$ cat src/rtl/dcache_controller.sv
// Direct-mapped write-back data cache controller: tag/valid/dirty/data arrays
// plus the miss-handling FSM (write-back, block fill, array update).
module dcache_controller #(
  parameter int TAG_W   = 3,
  parameter int INDEX_W = 3,
  parameter int ADDR_W  = TAG_W + INDEX_W + 2
) (
  input  logic                     clock,
  input  logic                     reset,
  input  logic                     read,
  input  logic                     write,
  input  logic [ADDR_W-1:0]        address,
  input  logic [7:0]               writedata,
  output logic [7:0]               readdata,
  output logic                     busywait,
  output logic [TAG_W-1:0]         current_tag,
  output logic [TAG_W-1:0]         stored_tag,
  input  logic                     tag_match,
  output logic                     mem_read,
  output logic                     mem_write,
  output logic [TAG_W+INDEX_W-1:0] mem_address,
  output logic [31:0]              mem_writedata,
  input  logic [31:0]              mem_readdata,
  input  logic                     mem_busywait
);

  localparam int BLOCKS = 2 ** INDEX_W;

  typedef enum logic [1:0] {
    IDLE,
    MEM_READ,
    MEM_WRITE,
    UPDATE
  } state_t;

  state_t state, next_state;

  logic [31:0]      data_array [BLOCKS];
  logic [TAG_W-1:0] tag_array  [BLOCKS];
  logic [BLOCKS-1:0] valid;
  logic [BLOCKS-1:0] dirty;
  logic [31:0]      fill;

  logic [INDEX_W-1:0] index;
  logic [1:0]         offset;
  logic [4:0]         bit_base;
  logic               hit;
  logic               request;
  logic               write_hit;

  assign current_tag = address[ADDR_W-1:INDEX_W+2];
  assign index       = address[INDEX_W+1:2];
  assign offset      = address[1:0];
  assign bit_base    = {offset, 3'b000};
  assign stored_tag  = tag_array[index];

  assign hit       = valid[index] & tag_match;
  assign request   = read | write;
  assign write_hit = (state == IDLE) & write & hit;

  // Stall is forced low while reset is held so an aborted miss releases the CPU at once.
  assign busywait = reset & request & ~((state == IDLE) & hit);
  assign readdata = ((state == IDLE) & read & ~write & hit)
                    ? data_array[index][bit_base +: 8] : '0;

  always_comb begin
    next_state    = state;
    mem_read      = 1'b0;
    mem_write     = 1'b0;
    mem_address   = '0;
    mem_writedata = '0;
    unique case (state)
      IDLE: begin
        if (request && !hit)
          next_state = dirty[index] ? MEM_WRITE : MEM_READ;
      end
      MEM_WRITE: begin
        mem_write     = 1'b1;
        mem_address   = {stored_tag, index};
        mem_writedata = data_array[index];
        if (!mem_busywait)
          next_state = MEM_READ;
      end
      MEM_READ: begin
        mem_read    = 1'b1;
        mem_address = {current_tag, index};
        if (!mem_busywait)
          next_state = UPDATE;
      end
      UPDATE: begin
        next_state = IDLE;
      end
      default: next_state = IDLE;
    endcase
  end

  always_ff @(posedge clock or negedge reset) begin
    if (!reset) begin
      state <= IDLE;
      valid <= '0;
      dirty <= '0;
      fill  <= '0;
    end else begin
      state <= next_state;
      if (state == MEM_READ && !mem_busywait)
        fill <= mem_readdata;
      if (state == UPDATE) begin
        valid[index] <= 1'b1;
        dirty[index] <= 1'b0;
      end else if (write_hit) begin
        dirty[index] <= 1'b1;
      end
    end
  end

  // Data and tags are deliberately left uncleared; valid bits gate every use.
  always_ff @(posedge clock) begin
    if (state == UPDATE) begin
      data_array[index] <= fill;
      tag_array[index]  <= current_tag;
    end else if (write_hit) begin
      data_array[index][bit_base +: 8] <= writedata;
    end
  end

endmodule

$ cat config.mk
export PLATFORM = sky130hd
export DESIGN_NAME = dcache_controller
export DESIGN_NICKNAME = d
export VERILOG_FILES = /design/src/rtl/dcache_controller.sv
export SDC_FILE = /design/constraint.sdc
export NUM_CORES = 1
export LEC_CHECK = 0
export ABC_AREA = 1
export CAP_MARGIN = 25
export CORE_MARGIN = 2
export CORE_UTILIZATION = 45
export CTS_CLUSTER_SIZE = 8
export DETAILED_ROUTE_END_ITERATION = 16
export REMOVE_ABC_BUFFERS = 1
export SETUP_SLACK_MARGIN = 0.2
export SLEW_MARGIN = 10
export SYNTH_ARGS = -nofsm -noshare
export SYNTH_HDL_FRONTEND = slang
export SYNTH_SLANG_ARGS = --single-unit
$ cat constraint.sdc
create_clock -name clock -period 3.1 [get_ports clock]
set_input_delay 0.62 -clock clock [delete_from_list [all_inputs] [get_ports clock]]
set_output_delay 0.62 -clock clock [all_outputs]
set_load 0.05 [all_outputs]
==> impl_metrics.env, run 1 <==
export IMPL_synthTopCellsByArea="edfxtp_1, nand2_1, dfrtp_1"
export IMPL_cts_buffers=47
export IMPL_power_leakage_nw=7.99
export IMPL_top_layer_used="met4"
export IMPL_fin_area_sq_um=19400
export IMPL_dpl_cell_area_sq_um=17600
export IMPL_ios=109
export IMPL_synth_xor_xnor_area_share_pct=0
export IMPL_cts_tree="yes"
export IMPL_power_frac_comb_pct=24.5
export IMPL_finalWeightedCongestion=0.881
export IMPL_cpMostUsedCell="nand2_1"
export IMPL_ys_ff_latch=330
export IMPL_fin_skew_ns=0.0236
export IMPL_ctsLongestPathBuffers=3
export IMPL_synth_async_reset_ratio_pct=15.2
export IMPL_cp_top_family="buffers and inverters"
export IMPL_grt_pass1_wl_um=66300
export IMPL_io_buffers=108
export IMPL_synth_top_family_by_area="simple AND/OR/NAND/NOR gates"
export IMPL_synthAdderAreaFrac_pct=0.749
export IMPL_outcome="complete, no violations"
export IMPL_cpMaxStageDelayCell="bufbuf_16"
export IMPL_met3_length_um=4050
export IMPL_startpoint_type="input pin"
export IMPL_worstSetupPathType="in -> out"
export IMPL_synthSimpleGateAreaFrac_pct=23.2
export IMPL_slew_headroom_pct=50.8
export IMPL_worst_path_buf_inv=6
export IMPL_clock_latency_ns=0.56
export IMPL_place_inst=2063
export IMPL_synth_warnings=0
export IMPL_clk_pin_slew_worst_paths_ns=0.05
export IMPL_tightest_slew_ns=0.738
export IMPL_num_nets_final=1745
export IMPL_avgViaCountPerCell=5.33
export IMPL_antenna_found_initial=0
export IMPL_drc=0
export IMPL_critPathMaxStageDelay_ns=0.31
export IMPL_fin_cells=2162
export IMPL_switchingPower_mw=4.29
export IMPL_crit_arrival_ns=2.27
export IMPL_die_area_sq_um=34900
export IMPL_fp_dieW_um=187
export IMPL_seqPwrFrac_pct=42.7
export IMPL_ant_nets=0
export IMPL_final_util_pct=59.3
export IMPL_vdd_drop_max_mv=0.623
export IMPL_wirelength_um=44100
export IMPL_muxShareOfSynthArea_pct=2.40
export IMPL_fillers=2759
export IMPL_yosysMostFrequentCell="nand2_1"
export IMPL_cap_violations=0
export IMPL_fin_setup_tns_ns=0
export IMPL_hold_slack_ns=0.227
export IMPL_vias=11500
export IMPL_hold_class="in -> async"
export IMPL_synth_compound_gate_area_share_pct=5.52
export IMPL_met2_length_um=20100
export IMPL_finalHoldViolCount=0
export IMPL_seq_area_frac_synth_pct=64.3
export IMPL_fp_dieH_um=187
export IMPL_rsz0062_at_grt="true"
export IMPL_setup_ws_ns=0.213
export IMPL_synthTopCellsByCount="nand2_1, edfxtp_1, a21oi_1, nand3_1, dfrtp_1"
export IMPL_grt_max_degree=51
export IMPL_antenna_cells=0
export IMPL_crit_chain="clkbuf_4 -> buf_12 -> inv_6 -> bufbuf_16 -> nand2_1 -> nand2_1 -> nand2_1 -> nand3_1 -> nand3_2 -> a21oi_1 -> buf_4 -> buf_12"
export IMPL_finalPower_mw=14.2
export IMPL_synth_edf_count=280
export IMPL_crit_path_end_kind="primary output"
export IMPL_grtUsageTotal_pct=25.1
export IMPL_htreeDepth=2
export IMPL_synth_cell_types=34
export IMPL_maxSlewViolCount=0
export IMPL_cp_max_fo=11
export IMPL_synth_area_sq_um=15000
export IMPL_critical_path_required_ns=2.48
export IMPL_power_density_nw_per_um2=734
export IMPL_drive_gt1_share_pct=18.5
export IMPL_grt_pass1_vias=11100
export IMPL_hpwlAfterDp_um=27500
export IMPL_cts_root_buf="clkbuf_16"
export IMPL_clock_sinks=330
export IMPL_syn_inst=1499
export IMPL_swShare_pct=30.1
export IMPL_syn2layout_area_growth_pct=29.1
export IMPL_grt_overflow_total=0
export IMPL_initial_utilization_pct=46.0
export IMPL_drtIter0Drc=1029
export IMPL_final_min_clock_period_ns=2.89
export IMPL_wire_per_inst_um=20.4
export IMPL_pwr_share_clk_pct=32.8
export IMPL_synth_top_area_cell="edfxtp_1"
export IMPL_p_int_mw=9.96
export IMPL_synthFlopType="edfxtp_1"
export IMPL_synth_top_area_share_pct=55.9
export IMPL_syn_area_per_cell_sq_um=10.0
export IMPL_clock_fmax_mhz=346
export IMPL_post_place_ws_ns=0.112
export IMPL_core_area_sq_um=32700
export IMPL_num_rows=66
export IMPL_cts_hold_buf=0
export IMPL_setup_viol=0
export IMPL_period_share_pct=93.1
export IMPL_wl_met1_um=18300
export IMPL_drtPass1Iterations=6
power groups by stage:
stage | sequential [mW] | clock, mW | combinational (mW)
floorplan | 6.03 | 0 | 1.91
global placement | 6.15 | 0 | 3.33
detailed placement | 6.15 | 0 | 3.39
CTS | 6.07 | 4.73 | 3.45
global route | 6.12 | 4.92 | 3.77
finish | 6.08 | 4.66 | 3.50
layout make-up:
type,instances,area [sq um],share of cell area [%]
clock buffers,83,1310,6.76
multi-input cells,1051,4920,25.4
repair buffers,220,2790,14.4
well taps,442,553,2.85
flip-flops and latches,330,9660,49.8
clock inverters,4,35.0,0.181
inverters,32,133,0.684
state kept, by name, indices dropped and copies added, names as in the netlist, named ones only:
| register | cells |
|---|---|
| fill | 32 |
| state | 2 |
| valid | 8 |
| tag_array | 24 |
| data_array | 256 |
layer usage:
layer  global-route usage [%]  vias up
met2                     39.5      529
met1                     34.0     5477
li1                         -     5397
met5                        0        -
met4                     9.28        0
met3                     5.96      114
timing repair:
action                                  4_1_cts  5_1_grt
pin swaps                                     0        4
hold endpoints to repair                      0        0
endpoints found under the setup margin       11       15
cloned                                        4        3
resized for setup                            17       31
setup buffers                                 0        5
path summary, 6_finish.rpt:
path	cells after the start	endpoint	slack (ns)	startpoint
setup / recovery	12	readdata[5]	0.21	address[3]
hold / removal	2	fill[30]$_DFFE_PN0P_	0.23	reset
setup reg to reg	7	data_array[1][2]$_DFFE_PP_	0.68	state[1]$_DFFE_PN0P_
hold reg to reg	2	valid[7]$_DFFE_PN0N_	0.46	valid[7]$_DFFE_PN0N_
max in group asynchronous	2	fill[2]$_DFFE_PN0P_	2.34	reset
min in group clock	2	valid[7]$_DFFE_PN0N_	0.46	valid[7]$_DFFE_PN0N_
placed cells by master, fill, tap and decap left out, drive strengths merged:
master         count
nand2            738
edfxtp           280
buf              162
clkbuf            87
nand3             86
a21oi             84
o21ai             52
dfrtp             50
clkdlybuf4s50     50
inv               33
mux2              32
nor2              25
ha                 9
or2                6
o22ai              5
nand4              5
nor3               4
o211ai             4
bufbuf             3
clkinv             3
o21bai             1
dlymetal6s2s       1
cell families (layout without fill, tap and decap cells):
kind of cell               Yosys count  in the layout
AOI/OAI and AO/OA                  146            146
adders and majority gates            9              9
buffers and inverters              118            339
DFF                                330            330
muxes                               32             32
and+or+nand+nor                    864            864
Power figures use the tool's default switching activity.
==> run 2: changes to the inputs <==
Settings changed: TNS_END_PERCENT from default to 1.
==> run 2 against run 1 <==
  * Combinational power is essentially flat
  * Worst setup slack gained 0.0092 ns
  * Sequential power is essentially flat
  * Design area shrank 0.12%
  * Highest routed layer is now met5
  * Largest power group unchanged
==> impl_metrics.env, run 2 (synthesis results as in run 1) <==
export IMPL_cap_violations=0
export IMPL_clock_fmax_mhz=348
export IMPL_cts_root_buf="clkbuf_16"
export IMPL_power_frac_comb_pct=24.5
export IMPL_num_rows=66
export IMPL_clock_sinks=330
export IMPL_initial_utilization_pct=46.0
export IMPL_cts_buffers=47
export IMPL_grtUsageTotal_pct=24.7
export IMPL_fin_skew_ns=0.0222
export IMPL_cts_tree="yes"
export IMPL_swShare_pct=30.1
export IMPL_ant_nets=0
export IMPL_htreeDepth=2
export IMPL_startpoint_type="input pin"
export IMPL_final_min_clock_period_ns=2.88
export IMPL_ctsLongestPathBuffers=3
export IMPL_clk_pin_slew_worst_paths_ns=0.05
export IMPL_critical_path_required_ns=2.48
export IMPL_p_int_mw=9.95
export IMPL_vdd_drop_max_mv=0.618
export IMPL_rsz0062_at_grt="true"
export IMPL_outcome="complete, no violations"
export IMPL_antenna_found_initial=0
export IMPL_setup_viol=0
export IMPL_slew_headroom_pct=50.6
export IMPL_cp_max_fo=8
export IMPL_die_area_sq_um=34900
export IMPL_wire_per_inst_um=20.4
export IMPL_grt_max_degree=51
export IMPL_final_common_cell="nand2_1"
export IMPL_hold_class="in -> async"
export IMPL_finalHoldViolCount=0
export IMPL_grt_overflow_total=0
export IMPL_switchingPower_mw=4.28
export IMPL_finalWeightedCongestion=0.881
export IMPL_largest_register_ffs=256
export IMPL_grt_pass1_wl_um=65500
export IMPL_grt_pass1_vias=11000
export IMPL_vias=11400
export IMPL_fillers=2742
export IMPL_regMostFlops="data_array"
export IMPL_hpwlAfterDp_um=27500
export IMPL_final_cell_mix="nand2_1, edfxtp_1, buf_4"
export IMPL_register_area_sq_um=9660
export IMPL_crit_arrival_ns=2.26
export IMPL_post_place_ws_ns=0.112
export IMPL_hold_slack_ns=0.238
export IMPL_ios=109
export IMPL_fp_dieW_um=187
export IMPL_pwr_share_clk_pct=32.8
export IMPL_reg_largest_list="data_array: 256 flops, fill: 32 flops, tag_array: 24 flops"
export IMPL_power_density_nw_per_um2=734
export IMPL_wirelength_um=44100
export IMPL_core_area_sq_um=32700
export IMPL_drive_gt1_share_pct=18.0
export IMPL_seqPwrFrac_pct=42.7
export IMPL_worstSetupPathType="in -> out"
export IMPL_io_buffers=108
export IMPL_fp_dieH_um=187
export IMPL_clock_latency_ns=0.55
export IMPL_syn2layout_area_growth_pct=28.9
export IMPL_drc=0
export IMPL_drtIter0Drc=1036
export IMPL_multi_input_area_sq_um=4870
export IMPL_maxSlewViolCount=0
export IMPL_num_nets_final=1746
export IMPL_crit_path_end_kind="primary output"
export IMPL_avgViaCountPerCell=5.28
export IMPL_antenna_cells=0
export IMPL_setup_ws_ns=0.222
export IMPL_fin_setup_tns_ns=0
export IMPL_period_share_pct=92.8
export IMPL_drtPass1Iterations=6
export IMPL_tightest_slew_ns=0.741
export IMPL_power_leakage_nw=7.97
## run 2: changes by cell type in the layout (fill, tap and decap cells not counted), sizes merged
cell and delta:
buf -1, clkbuf +5, bufbuf -3
## run 2: layer usage
layer,track usage [%],part of all wire (%)
met1,33.7,43
met2,38.7,46
met3,5.68,8.1
met4,9.00,3.2
met5,0,0.052
## run 2: critical path, cell delays in order
cell	delay [ns]
clkbuf_4	0.16
buf_12	0.15
inv_6	0.13
nor2_1	0.06
o211ai_1	0.12
nand2_2	0.10
nor2_1	0.25
nor2_4	0.07
nand3_4	0.20
a21oi_1	0.07
buf_4	0.16
buf_12	0.14
## run 2: final cells by class
| cell class | count | area share (%) |
|---|---|---|
| Sequential cell | 330 | 49.9 |
| Multi-Input combinational cell | 1051 | 25.1 |
| Timing Repair Buffer | 221 | 14.5 |
| Clock buffer | 83 | 6.77 |
| Tap cell | 442 | 2.85 |
| Inverter | 32 | 0.685 |
| Clock inverter | 4 | 0.181 |
## run 2: power groups by stage
stage | sequential, mW | combinational, mW | clock, mW
finish | 6.08 | 3.48 | 4.67
global route | 6.12 | 3.76 | 4.92
CTS | 6.07 | 3.42 | 4.73
detailed placement | 6.15 | 3.39 | 0
global placement | 6.15 | 3.33 | 0
floorplan | 6.03 | 1.91 | 0
## run 2: path summary, 6_finish.rpt
| kind | slack [ns] | startpoint | to | cells after the start |
|---|---|---|---|---|
| worst min-delay path | 0.24 | reset | valid[6]$_DFFE_PN0N_ | 2 |
| max in group asynchronous | 2.33 | reset | fill[2]$_DFFE_PN0P_ | 2 |
| worst max register to register | 0.68 | state[1]$_DFFE_PN0P_ | data_array[1][2]$_DFFE_PP_ | 7 |
| min in group clock | 0.46 | valid[3]$_DFFE_PN0N_ | valid[3]$_DFFE_PN0N_ | 2 |
| worst min register to register | 0.46 | valid[3]$_DFFE_PN0N_ | valid[3]$_DFFE_PN0N_ | 2 |
| worst max-delay path | 0.22 | address[3] | readdata[5] | 12 |
## run 2: per-stage QoR
| step | utilization [%] | area, sq um | power [mW] | instances |
|---|---|---|---|---|
| 2_1_floorplan | - | 14600 | 7.94 | 1413 |
| 3_5_place_dp | 53.8 | 17600 | 9.55 | 2063 |
| 6_report | 59.2 | 19400 | 14.2 | 2163 |
| 4_1_cts | 58.1 | 19000 | 14.2 | 2151 |
| 5_1_grt | 59.2 | 19400 | 14.8 | 2163 |
| 3_3_place_gp | 53.8 | 17600 | 9.48 | 2063 |
## run 2: timing repair
item,CTS,global route
resized for setup,4,36
pin swaps,0,2
hold buffers,0,0
setup endpoints to repair,11,15
cloned,1,8
setup buffers,0,4
==> run 3: changes to the inputs <==
Settings changed: CORE_ASPECT_RATIO from default to 2, CORE_MARGIN 2 to default.
==> run 3 against run 2 <==
  * Non-clock buffer count decreased by 6
  * Sequential share of layout area is 0.66 points higher
  * Flip-flop and latch count unchanged
  * Critical path depth increased by 1
==> impl_metrics.env, run 3 (synthesis results as in run 1) <==
export IMPL_hold_slack_ns=0.208
export IMPL_fin_skew_ns=0.0139
export IMPL_cts_tree="yes"
export IMPL_grt_pass1_vias=11400
export IMPL_slew_headroom_pct=53.1
export IMPL_antenna_cells=0
export IMPL_power_leakage_nw=7.86
export IMPL_setup_ws_ns=0.210
export IMPL_critPathLaunch="address[2]"
export IMPL_startpoint_type="input pin"
export IMPL_p_int_mw=9.95
export IMPL_fin_cells=2147
export IMPL_ff2ff_path_depth=8
export IMPL_outcome="complete, no violations"
export IMPL_largest_register_ffs=256
export IMPL_final_cell_mix="nand2_1, edfxtp_1, buf_4"
export IMPL_fillers=2783
export IMPL_antenna_found_initial=1
export IMPL_wirelength_um=42600
export IMPL_worstReg2RegStart="state[1]$_DFFE_PN0P_"
export IMPL_grt_pass1_wl_um=64200
export IMPL_drc=0
export IMPL_tightest_slew_ns=0.704
export IMPL_cts_root_buf="clkbuf_16"
export IMPL_crit_path_end_kind="primary output"
export IMPL_vdd_drop_max_mv=0.540
export IMPL_wire_per_inst_um=19.8
export IMPL_final_util_pct=58.1
export IMPL_maxSlewViolCount=0
export IMPL_reg2reg_to="data_array[7][0]$_DFFE_PP_"
export IMPL_ant_nets=0
export IMPL_avgViaCountPerCell=5.27
export IMPL_clock_latency_ns=0.55
export IMPL_final_min_clock_period_ns=2.89
export IMPL_final_common_cell="nand2_1"
export IMPL_cap_violations=0
export IMPL_rsz0062_at_grt="true"
export IMPL_post_place_ws_ns=0.0455
export IMPL_post_cts_repair_setup_buffers=0
export IMPL_reg2reg_setup_slack_ns=0.70
export IMPL_seqPwrFrac_pct=42.6
export IMPL_fp_dieH_um=260
export IMPL_num_nets_final=1740
export IMPL_syn2layout_area_growth_pct=27.2
export IMPL_finalWeightedCongestion=0.907
export IMPL_power_frac_comb_pct=24.2
export IMPL_grt_overflow_total=0
export IMPL_drive_gt1_share_pct=17.7
export IMPL_critical_path_required_ns=2.48
export IMPL_htreeDepth=2
export IMPL_clock_fmax_mhz=346
export IMPL_worstSetupPathType="in -> out"
export IMPL_fin_setup_tns_ns=0
export IMPL_crit_arrival_ns=2.27
export IMPL_period_share_pct=93.2
export IMPL_ctsLongestPathBuffers=3
export IMPL_setup_viol=0
export IMPL_io_buffers=108
export IMPL_power_density_nw_per_um2=742
export IMPL_num_rows=94
export IMPL_switchingPower_mw=4.24
export IMPL_drtPass1Iterations=5
export IMPL_cp_max_fo=17
export IMPL_cts_buffers=47
export IMPL_hold_class="in -> async"
export IMPL_cts_hold_buf=0
export IMPL_finalHoldViolCount=0
export IMPL_swShare_pct=29.9
export IMPL_vias=11300
export IMPL_clk_pin_slew_worst_paths_ns=0.05
export IMPL_drtIter0Drc=814
export IMPL_ios=109
export IMPL_die_area_sq_um=34200
export IMPL_hpwlAfterDp_um=29000
export IMPL_regMostFlops="data_array"
export IMPL_reg_largest_list="data_array: 256 flops, fill: 32 flops, tag_array: 24 flops"
export IMPL_initial_utilization_pct=45.6
export IMPL_clock_sinks=330
export IMPL_core_area_sq_um=32900
export IMPL_grt_max_degree=58
export IMPL_fp_dieW_um=131
export IMPL_pwr_share_clk_pct=33.2
export IMPL_place_inst=2057
export IMPL_grtUsageTotal_pct=25.3
## run 3: changes by cell type in the layout (fill, tap and decap cells not counted), moves of 2 or more
cell	delta
buf_12	-7
buf_4	+7
a21oi_2	+5
clkbuf_16	-5
a21oi_1	-4
inv_6	-3
nand3_1	+3
clkinv_8	+2
nand3_2	-2
## run 3: how the worst max path moves through the flow
| stage | endpoint | slack (ns) | cells after the start |
|---|---|---|---|
| 2_1_floorplan | mem_address[3] | -0.83 | 8 |
| 3_3_place_gp | data_array[4][10]$_DFFE_PP_ | 0.07 | 7 |
| 3_5_place_dp | data_array[6][8]$_DFFE_PP_ | 0.05 | 7 |
| 4_1_cts | readdata[3] | 0.17 | 13 |
| 5_1_grt | mem_read | 0.15 | 3 |
| 6_report | readdata[4] | 0.21 | 13 |
## run 3: final cells by class
cell class	instances	area, sq um	area share (%)
clock buffers	83	1310	6.86
clock inverters	4	58.8	0.308
inverters	32	125	0.654
multi-input cells	1051	4850	25.4
flip-flops and latches	330	9660	50.5
well taps	432	541	2.83
repair buffers	215	2570	13.5
## run 3: stage by stage
| step | cell area, sq um | total power, mW |
|---|---|---|
| final | 19100 | 14.2 |
| after global routing | 19100 | 14.7 |
| after CTS | 19000 | 14.2 |
| after detailed placement | 17600 | 9.53 |
| after global placement | 17600 | 9.46 |
| after floorplan | 14600 | 7.94 |
## run 3: timing repair
action | CTS | global route
resized for setup | 5 | 20
endpoints found under the setup margin | 10 | 21
pin swaps | 0 | 1
gates cloned | 0 | 3
## run 3: critical path, cell delays in order
cell and delay [ns]:
buf_6 0.15, inv_6 0.18, buf_12 0.17, nand2_1 0.06, nand2_1 0.05, nand2_1 0.05, nand2_1 0.07, nand2_1 0.06
nand3_1 0.23, nand3_1 0.16, a21oi_2 0.16, buf_4 0.15, buf_12 0.13
## run 3: power by group through the flow
stage | Clock [mW] | Sequential (mW) | Combinational [mW]
after floorplan | 0 | 6.03 | 1.91
after global placement | 0 | 6.12 | 3.34
after detailed placement | 0 | 6.13 | 3.40
after CTS | 4.77 | 6.05 | 3.42
after global routing | 4.93 | 6.09 | 3.72
final | 4.70 | 6.05 | 3.44
## run 3: routing by layer
| metal | global-route usage [%] | wire length (um) | vias up |
|---|---|---|---|
| met5 | 0 | 0 | - |
| met4 | 17.5 | 2520 | 0 |
| met3 | 3.21 | 2080 | 151 |
| li1 | - | - | 5387 |
| met2 | 46.5 | 22700 | 410 |
| met1 | 26.8 | 15300 | 5356 |
==> edit: new RTL, config.mk and constraints of run 1 <==
Re-encode `state_t` (4 states) as one-hot, 4 bits wide.
--- a/src/rtl/dcache_controller.sv
+++ b/src/rtl/dcache_controller.sv
@@ -26,11 +26,11 @@
 
   localparam int BLOCKS = 2 ** INDEX_W;
 
-  typedef enum logic [1:0] {
-    IDLE,
-    MEM_READ,
-    MEM_WRITE,
-    UPDATE
+  typedef enum logic [3:0] {
+    IDLE      = 4'b0001,
+    MEM_READ  = 4'b0010,
+    MEM_WRITE = 4'b0100,
+    UPDATE    = 4'b1000
   } state_t;
 
   state_t state, next_state;
Check against the original RTL: no difference found for any inputs over 4 cycles, from zero or initial values and one cycle with reset low; so few cycles prove little.
==> edit against run 1 <==
Sequential cell count grew 2. Clock skew shrank 0.0065 ns. Clock power grew 2%. Cell area grew 1.4%. Count of clock-buffer cells in the layout shrank 8. Wire length shrank 1.3%. Hold slack gained 0.039 ns. Die area grew 1.4%. Sequential power shrank 3.6%. Non-clock buffer count grew 20. Worst setup slack gained 0.031 ns. Total power shrank 7.5%. Area after synthesis grew 1.4%. Sequential share of layout area shrank 0.42 points.
==> edit: results (changes against run 1) <==
metric;value;unit;change
Worst-Margin Slew;0.743;ns;+0.00546 ns
P_int;9.51;mW;-4.5%
commonest cells in the netlist;nand2_1, edfxtp_1, nand3_1;;
Synth Area in Compound Gates;0.0574;;+0.00219
P_leak;8.30;nW;+3.8%
Initial DRC Count;966;;-6.1%
Clk Latency, worst-skew pair;0.53;ns;-0.03 ns
largest cells by area after synthesis;edfxtp_1, nand2_1, dfrtp_1;;
maximum VDD drop;500;µV;-20%
layout cells sized above 1;0.190;;+0.00425
nets;1840;;+5.4%
Adder-Cell Fraction of Synth Area;0.00410;;-0.00339
synthesized area per cell;9.66;µm²;-3.7%
sequential-to-total area share from yosys stat;0.637;;-0.00555
vias in the first global route;11400;;+2.4%
DP HPWL;28900;µm;+5.3%
multiplexer share of the synthesized area;0;;-0.0240
status;finished, final reports clean;;
GP Congestion;0.915;;+3.8%
maximum fanout along the worst path;24;;+13
largest net degree at the start of global routing;53;;+3.9%
Post-DP Area;18000;µm²;+2.4%
Finished Layout Cells;2256;;+4.3%
Yosys cell types;35;;+2.9%
Overall Global Routing Usage;0.250;;-0.00125
asr flop ratio synth;0.157;;+0.00511
R2R depth;6;;-1
-- edit: cell types whose count changed after synthesis, moves of 4 or more --
cell,delta
buf_1,-7
nor2_1,+13
a21oi_2,+32
nand2_1,+94
buf_2,+7
a21oi_1,-38
inv_2,+4
mux2_2,-32
inv_1,+8
clkbuf_1,-4
ha_1,-4
-- edit: metrics by stage --
| stage | worst slack (ns) | setup TNS, ns |
|---|---|---|
| detailed placement | -0.0586 | -0.0993 |
| finish | 0.244 | 0 |
| CTS | 0.196 | 0 |
| global placement | -0.0475 | -0.0666 |
| floorplan | -1.00 | -78.76 |
| global route | 0.152 | 0 |
-- edit: critical path, stage by stage --
cell	delay, ns
buf_8	0.18
buf_4	0.32
nand2_1	0.09
nand2_1	0.07
nand2_1	0.04
nand2_1	0.07
nand2_1	0.08
nand3_1	0.15
nand3_1	0.15
a21oi_2	0.18
buf_4	0.13
buf_12	0.12
-- edit: cells by family (layout without fill, tap and decap cells) --
group,count (synthesis),in the layout
compound gates,135,135
fa+ha+maj,5,5
buf+inv,133,363
flops,332,332
simple gates,973,973
-- edit: layer usage --
metal	vias to the layer above	track usage	routed length (µm)
met5	-	0	0
met4	0	0.0866	1470
met3	95	0.0509	3230
met2	436	0.410	20700
met1	5474	0.331	18100
li1	5613	-	-
-- edit: power by group through the flow --
stage	clock [mW]	combinational (mW)	sequential [mW]
2_1_floorplan	0	1.34	5.86
3_3_place_gp	0	2.43	5.93
3_5_place_dp	0	2.48	5.94
4_1_cts	4.79	2.52	5.86
5_1_grt	4.99	2.82	5.89
6_report	4.75	2.57	5.86
-- edit: cell type report --
| class | instances | area [µm²] |
|---|---|---|
| Clock inverter | 1 | 30.0 |
| Inverter | 46 | 193 |
| Tap cell | 448 | 561 |
| Timing Repair Buffer | 240 | 2900 |
| Clock buffer | 75 | 1320 |
| Fill cell | 2797 | 13800 |
| Multi-Input combinational cell | 1113 | 4940 |
| Sequential cell | 332 | 9710 |
| Timing Repair inverter | 1 | 8.76 |
-- edit: worst paths after layout --
kind,slack (ns),from,end
setup / recovery,0.24,address[2],readdata[0]
hold / removal,0.27,reset,async pin
setup reg to reg,0.80,state[0],data_array[6][3]
hold reg to reg,0.46,valid[1],valid[1]
max in group asynchronous,2.34,reset,fill[5]
min in group clock,0.46,valid[1],valid[1]
-- edit: repair_timing --
item                                   CTS  global route
gates resized for setup                 19            22
endpoints found under the hold margin    0             0
setup endpoints to repair               43            35
pin swaps                                0             4
buffers inserted                         0             5
cloned                                   2             2
